File: config.mk
export PLATFORM = sky130hd
export DESIGN_NAME = verificador_hash
export DESIGN_NICKNAME = d
export VERILOG_FILES = /design/src/rtl/verificador_hash.sv
export SDC_FILE = /design/constraint.sdc
export NUM_CORES = 1
export LEC_CHECK = 0
export ABC_AREA = 0
export CORE_MARGIN = 1
export CORE_UTILIZATION = 60
export DETAILED_ROUTE_END_ITERATION = 8
export GPL_TIMING_DRIVEN = 0
export PLACE_DENSITY = 0.87
export SYNTH_ARGS = -nofsm -noshare
export SYNTH_HDL_FRONTEND = slang
export SYNTH_SLANG_ARGS = --single-unit
File: constraint.sdc
create_clock -name clk -period 10.3 [get_ports clk]
set_clock_uncertainty 0.15 [all_clocks]
set_input_delay 2.575 -clock clk [delete_from_list [all_inputs] [get_ports clk]]
set_output_delay 2.575 -clock clk [all_outputs]
set_load 0.01 [all_outputs]
File: src/rtl/verificador_hash.sv
// verificador_hash: loads a 16-byte frame (12 block bytes + 4 nonce bytes), recomputes the 24-bit micro-UCR hash
// and flags whether its two top bytes fall below the target. Optional macro: VERIFICA_HASH_ESPERADO_EN.
module verificador_hash #(
  parameter int unsigned RONDAS_POR_CICLO = 1
) (
  input  logic        clk,
  input  logic        reset,
  input  logic [7:0]  byte_in,
  input  logic        byte_valid,
  output logic        byte_ready,
  input  logic [7:0]  target,
  input  logic        abortar,
  output logic        resultado_valido,
  input  logic        resultado_ack,
`ifdef VERIFICA_HASH_ESPERADO_EN
  input  logic [23:0] hash_esperado,
  output logic        coincide,
`endif
  output logic        valido,
  output logic [23:0] hash
);

  localparam int unsigned BYTE_W    = 8;
  localparam int unsigned HASH_W    = 24;
  localparam int unsigned N_VENTANA = 16;
  localparam int unsigned N_RONDAS  = 32;
  localparam int unsigned CNT_W     = 4;
  localparam int unsigned J_W       = 5;
  localparam logic [J_W-1:0]   J_ULTIMO  = J_W'(N_RONDAS - RONDAS_POR_CICLO);
  localparam logic [J_W-1:0]   J_PASO    = J_W'(RONDAS_POR_CICLO);
  localparam logic [CNT_W-1:0] CNT_FINAL = CNT_W'(N_VENTANA - 1);

  // ARRANQUE is the one-cycle hand-off that seeds a/b/c once the window is full
  typedef enum logic [1:0] {CARGA, ARRANQUE, CALCULO, RESULTADO} estado_t;

  estado_t             estado_q, estado_d;
  logic [CNT_W-1:0]    cnt_q, cnt_d;
  logic [BYTE_W-1:0]   wnd_q [N_VENTANA];
  logic [BYTE_W-1:0]   wnd_d [N_VENTANA];
  logic [BYTE_W-1:0]   a_q, b_q, c_q, a_d, b_d, c_d;
  logic [J_W-1:0]      j_q, j_d;
  logic [BYTE_W-1:0]   tgt_q, tgt_d;
  logic                ready_d, rv_d, valido_d;
  logic [HASH_W-1:0]   hash_d;
`ifdef VERIFICA_HASH_ESPERADO_EN
  logic [HASH_W-1:0]   esp_q, esp_d;
  logic                coincide_d;
`endif

  // Round chain temporaries
  logic [BYTE_W-1:0]   wnd_t [N_VENTANA];
  logic [BYTE_W-1:0]   a_t, b_t, c_t, x_t, k_t, a_n, c_n, w_n;
  logic [J_W-1:0]      j_t;
  logic [HASH_W-1:0]   hash_t;
  logic                objetivo_ok;

  always_ff @(posedge clk or negedge reset) begin
    if (!reset) begin
      estado_q         <= CARGA;
      cnt_q            <= '0;
      wnd_q            <= '{default: '0};
      a_q              <= '0;
      b_q              <= '0;
      c_q              <= '0;
      j_q              <= '0;
      tgt_q            <= '0;
      byte_ready       <= 1'b1;
      resultado_valido <= 1'b0;
      valido           <= 1'b0;
      hash             <= '0;
`ifdef VERIFICA_HASH_ESPERADO_EN
      esp_q            <= '0;
      coincide         <= 1'b0;
`endif
    end else begin
      estado_q         <= estado_d;
      cnt_q            <= cnt_d;
      wnd_q            <= wnd_d;
      a_q              <= a_d;
      b_q              <= b_d;
      c_q              <= c_d;
      j_q              <= j_d;
      tgt_q            <= tgt_d;
      byte_ready       <= ready_d;
      resultado_valido <= rv_d;
      valido           <= valido_d;
      hash             <= hash_d;
`ifdef VERIFICA_HASH_ESPERADO_EN
      esp_q            <= esp_d;
      coincide         <= coincide_d;
`endif
    end
  end

  always_comb begin
    estado_d = estado_q;
    cnt_d    = cnt_q;
    wnd_d    = wnd_q;
    a_d      = a_q;
    b_d      = b_q;
    c_d      = c_q;
    j_d      = j_q;
    tgt_d    = tgt_q;
    ready_d  = byte_ready;
    rv_d     = resultado_valido;
    valido_d = valido;
    hash_d   = hash;
`ifdef VERIFICA_HASH_ESPERADO_EN
    esp_d      = esp_q;
    coincide_d = coincide;
`endif
    wnd_t = wnd_q;
    a_t   = a_q;
    b_t   = b_q;
    c_t   = c_q;
    x_t   = '0;
    k_t   = '0;
    a_n   = '0;
    c_n   = '0;
    w_n   = '0;
    j_t   = '0;

    // RONDAS_POR_CICLO chained rounds; the window slides one byte per round, W[j] always at index 0
    for (int unsigned r = 0; r < RONDAS_POR_CICLO; r++) begin
      j_t = j_q + J_W'(r);
      if (j_t <= J_W'(16)) begin
        x_t = a_t ^ b_t;
        k_t = 8'h99;
      end else begin
        x_t = a_t | b_t;
        k_t = 8'hA1;
      end
      c_n = x_t + k_t + wnd_t[0];
      a_n = b_t ^ c_t;
      b_t = {c_t[3:0], 4'h0};
      c_t = c_n;
      a_t = a_n;
      w_n = wnd_t[13] | (wnd_t[7] ^ wnd_t[2]);
      for (int unsigned i = 0; i < N_VENTANA - 1; i++) wnd_t[i] = wnd_t[i+1];
      wnd_t[N_VENTANA-1] = w_n;
    end

    hash_t      = {8'h01 + a_t, 8'h89 + b_t, 8'hFE + c_t};
    objetivo_ok = (hash_t[23:16] < tgt_q) && (hash_t[15:8] < tgt_q);

    case (estado_q)
      CARGA: begin
        ready_d = 1'b1;
        if (byte_valid && byte_ready) begin
          for (int unsigned i = 0; i < N_VENTANA - 1; i++) wnd_d[i] = wnd_q[i+1];
          wnd_d[N_VENTANA-1] = byte_in;
          if (cnt_q == '0) begin
            tgt_d = target;
`ifdef VERIFICA_HASH_ESPERADO_EN
            esp_d = hash_esperado;
`endif
          end
          if (cnt_q == CNT_FINAL) begin
            cnt_d    = '0;
            ready_d  = 1'b0;
            estado_d = ARRANQUE;
          end else begin
            cnt_d = cnt_q + CNT_W'(1);
          end
        end
      end
      ARRANQUE: begin
        a_d      = 8'h01;
        b_d      = 8'h89;
        c_d      = 8'hFE;
        j_d      = '0;
        estado_d = CALCULO;
      end
      CALCULO: begin
        a_d   = a_t;
        b_d   = b_t;
        c_d   = c_t;
        wnd_d = wnd_t;
        j_d   = j_q + J_PASO;
        if (j_q == J_ULTIMO) begin
          estado_d = RESULTADO;
          hash_d   = hash_t;
          rv_d     = 1'b1;
`ifdef VERIFICA_HASH_ESPERADO_EN
          coincide_d = (hash_t == esp_q);
          valido_d   = objetivo_ok && (hash_t == esp_q);
`else
          valido_d   = objetivo_ok;
`endif
        end
      end
      RESULTADO: begin
        if (resultado_ack) begin
          rv_d     = 1'b0;
          ready_d  = 1'b1;
          estado_d = CARGA;
        end
      end
      default: estado_d = CARGA;
    endcase

    // Abort wins over everything: drop the frame, keep the last published hash
    if (abortar) begin
      estado_d = CARGA;
      cnt_d    = '0;
      wnd_d    = wnd_q;
      tgt_d    = tgt_q;
      rv_d     = 1'b0;
      valido_d = 1'b0;
      ready_d  = 1'b1;
      hash_d   = hash;
`ifdef VERIFICA_HASH_ESPERADO_EN
      esp_d      = esp_q;
      coincide_d = coincide;
`endif
    end
  end

endmodule

==> run summary <==
The run finished with clean final reports. At the pin with the least slew margin, the transition time is 0.630 ns. The post-layout utilization of the core is 0.712, and the combinational power share is 0.382. The number of different library cells used by synthesis comes to 48. The total overflow left after global routing is 0. The most repeated cell in the gate-level netlist after synthesis was sky130_fd_sc_hd__nand2_1. The share of the clock period used by the worst path was 0.445; the final wirelength was 18,300 um. The post-synthesis sequential area ratio came out at 0.552. The later pin in the worst-skew pair is clocked with a latency of 0.44 ns. The number of clock sinks is 190. The run gives 6,469 as the number of global-route vias before repair. The internal power came out at 1720 uW. Setup violations remaining at the end of the flow were counted as 0. The number of fill cells in the layout is 934, and the number of antenna repair diodes is 0. Using the TritonRoute via totals, the vias-per-cell ratio works out to 5.50.

Overall fraction of global-route tracks in use: 0.271. The power per standard cell area is 286 nW/um^2. In this run the tool buffered the top-level ports with 45 buffer cells. Across the whole layout, storage elements account for 4760 um^2. For this design the top-level I/O count stands at 48. The area share of the largest cell type after synthesis works out to 0.549. The largest area contributor in the netlist is sky130_fd_sc_hd__dfrtp_1.

The setup slack of the most critical reg-to-reg path came out at 6.12 ns. Buffers inserted during clock tree synthesis total 17. The die is 122 um tall. After synthesis, the cell types taking the most area are sky130_fd_sc_hd__dfrtp_1 (55%), sky130_fd_sc_hd__nand2_1 (17%), sky130_fd_sc_hd__ha_1 (5.5%).

Synthesized flop and latch total: 190. The post-route minimum period works out to 4.58 ns. The cell area that synthesis handed to floorplanning was 8610 um^2. The floorplan step set the die width to 122 um. Leaving out filler cells and counting taps, the final layout contains 1,196. The detailed router placed 6,578 vias in this run. The worst setup path is captured at a register. The count of pins over their slew limit came out at 0.

For the hold buffer count at CTS, the log shows 0. The worst voltage drop across the vdd grid is 0.159 mV. The analysis attributes to net switching a power of 1120 uW. The logs give 43 for the site row count and 0.618 for the effective utilization at floorplan.

The commonest cells after synthesis are sky130_fd_sc_hd__nand2_1 (399), sky130_fd_sc_hd__dfrtp_1 (189), sky130_fd_sc_hd__o21ai_0 (56). The clock tree buffer depth is 2, and the mean area per synthesized cell is 9.19 um^2. At the placement stage, the worst setup path has a slack of 5.32 ns.

Dividing the detail-routed wire length by the instance count gives 15.3 um. After the first detailed-routing iteration, the DRC count stood at 532. The switching part of the total works out to 0.393. Max-cap violations in this run came to 0.

The first detailed-routing pass ran for 5 iterations. After clock tree synthesis, the repair step resized 0 gates. Summing all multi-input logic gate instances after layout gives 3490 um^2. The run gives 4.81 ns as the data arrival time of the critical path. Adding up every negative setup slack in the final design gives 0 ns. The setup path with the least slack is of type in -> reg. The tools report the post-synthesis cell count as 937.

STA classifies the critical path startpoint as a primary input. For the sequential share of power, the log shows 0.389. For the area inside the core boundary, the log shows 13,900 um^2. Setup repair after global routing left no endpoint under its margin.

The final layout contains 1,066 nets. In this run the static leakage power is 0.00517 uW. After detailed placement, the design holds a cell count of 1,164. For the max-slew headroom at the worst pin, the log shows 0.580. The CTS clock-pin slew for the worst setup and hold paths was 0.07 ns. The logs give 0.229 for the clock network fraction of design power and 218 MHz for the maximum clock frequency.

TritonCTS built the clock tree. The worst path meets setup with 5.72 ns of slack. The run gives 0 as the initial antenna violation count. The proportion of layout cells with a drive suffix above 1 is 0.0650.

Buffers added to address setup during post-CTS repair amount to 0. The fraction of synthesis flops using an asynchronous set or reset pin came out at 1.00. The detail route stage leaves a number of antenna-violating nets equal to 0. The synthesized design contains 0 enable-type register cells. For the final routed DRC violation total, the log shows 0.

The run gives 12,100 um as the half-perimeter wire length of the detailed placement result. The most used flip-flop cell after synthesis is sky130_fd_sc_hd__dfrtp_1. Relative to the synthesized area, the layout overhead comes to 15.1%. The peak fanout along the critical path came out at 10. The worst hold path belongs to the class reg -> reg. The run gives 14,800 um^2 as the area of the die. The run gives 10.53 ns as the required time reported for the critical path endpoint. The largest net degree at the start of global routing is 107. Clock root buffer master: sky130_fd_sc_hd__clkbuf_16. The first global-routing pass estimated 30,800 um of wire. The congestion estimate from routability-driven global placement came to 0.833. The number of hold-slack violations in the final timing report is 0. For the total of warnings raised by yosys, the log shows 0. The run gives 4 as the number of H-tree levels.
-- kinds of logic after synthesis --
logic type | synth area share
AOI/OAI and AO/OA | 0.0690
xor gates and xnor gates | 0.0369
adders and majority gates | 0.0645
buffers and inverters | 0.0436
DFF | 0.552
muxes | 0.0177
other | 0.000435
and+or+nand+nor | 0.216
-- final cells by class --
cell class	instances	share of cell area
Buffer	46	0.0197
Clock buffer	18	0.0443
Clock inverter	14	0.0151
Inverter	48	0.0182
Multi-Input combinational cell	654	0.352
Sequential cell	190	0.480
Tap cell	180	0.0227
Timing Repair Buffer	46	0.0487
-- layout by cell type (no fill, tap or decap), drive strengths merged, types with 14 or more instances in the layout --
cell type      Yosys  layout
ha                38      38
a21oi             15      15
xnor2             16      16
nor2              21      21
xor2              16      16
inv               48      53
nand2            400     400
buf               12      14
clkbuf            34      52
o21ai             57      57
dfrtp            189     189
clkdlybuf4s50      0      44
-- worst max-delay path, cell delays in order --
cell and delay [ns]:
sky130_fd_sc_hd__clkdlybuf4s50_1 0.51, sky130_fd_sc_hd__nand3_1 0.26, sky130_fd_sc_hd__a21oi_1 0.56, sky130_fd_sc_hd__clkbuf_1 0.44
sky130_fd_sc_hd__buf_2 0.29, sky130_fd_sc_hd__nand2_1 0.10, sky130_fd_sc_hd__nand2_1 0.08
-- registers in the layout, indices dropped and copies added, names as in the netlist --
signal,count
wnd_q,128
b_q,3
cnt_q,4
tgt_q,8
c_q,8
estado_q,2
hash,21
resultado_valido,1
valido,1
byte_ready,1
a_q,8
j_q,5
-- stage by stage --
stage / hold slack (ns) / power [uW] / area (um^2)
after floorplan: 0.289 / 1860 / 8620
after global placement: 0.295 / 2100 / 9290
after detailed placement: 0.302 / 2150 / 9330
after CTS: 0.320 / 2830 / 9920
after global routing: 0.334 / 3030 / 9920
final: 0.315 / 2840 / 9920
-- path summary, 6_finish.rpt --
kind                                      startpoint                      to  depth (start not counted)
max in group asynchronous                      reset   wnd_q[61]$_DFFE_PN0P_                          2
min in group asynchronous                      reset    hash[22]$_DFFE_PN0P_                          1
worst min register to register  wnd_q[7]$_DFFE_PN0P_   wnd_q[15]$_DFFE_PN0P_                          2
worst max register to register    j_q[0]$_DFFE_PN0P_     hash[7]$_DFFE_PN0P_                         15
worst max-delay path                      byte_valid  wnd_q[116]$_DFFE_PN0P_                          7
worst min-delay path            wnd_q[7]$_DFFE_PN0P_   wnd_q[15]$_DFFE_PN0P_                          2
-- metal layers --
metal | GRT usage | share of wire
met5 | 0 | 0
met4 | 0.104 | 0.023
met3 | 0.0557 | 0.061
met2 | 0.460 | 0.51
met1 | 0.340 | 0.41
-- power groups by stage --
stage	logic, uW	registers [uW]	clock network [uW]
6_report	1080	1110	649
3_5_place_dp	1040	1110	0
3_3_place_gp	993	1100	0
4_1_cts	1080	1100	652
2_1_floorplan	794	1070	0
5_1_grt	1220	1130	685
Note: power is estimated with default switching activity, not from simulation.
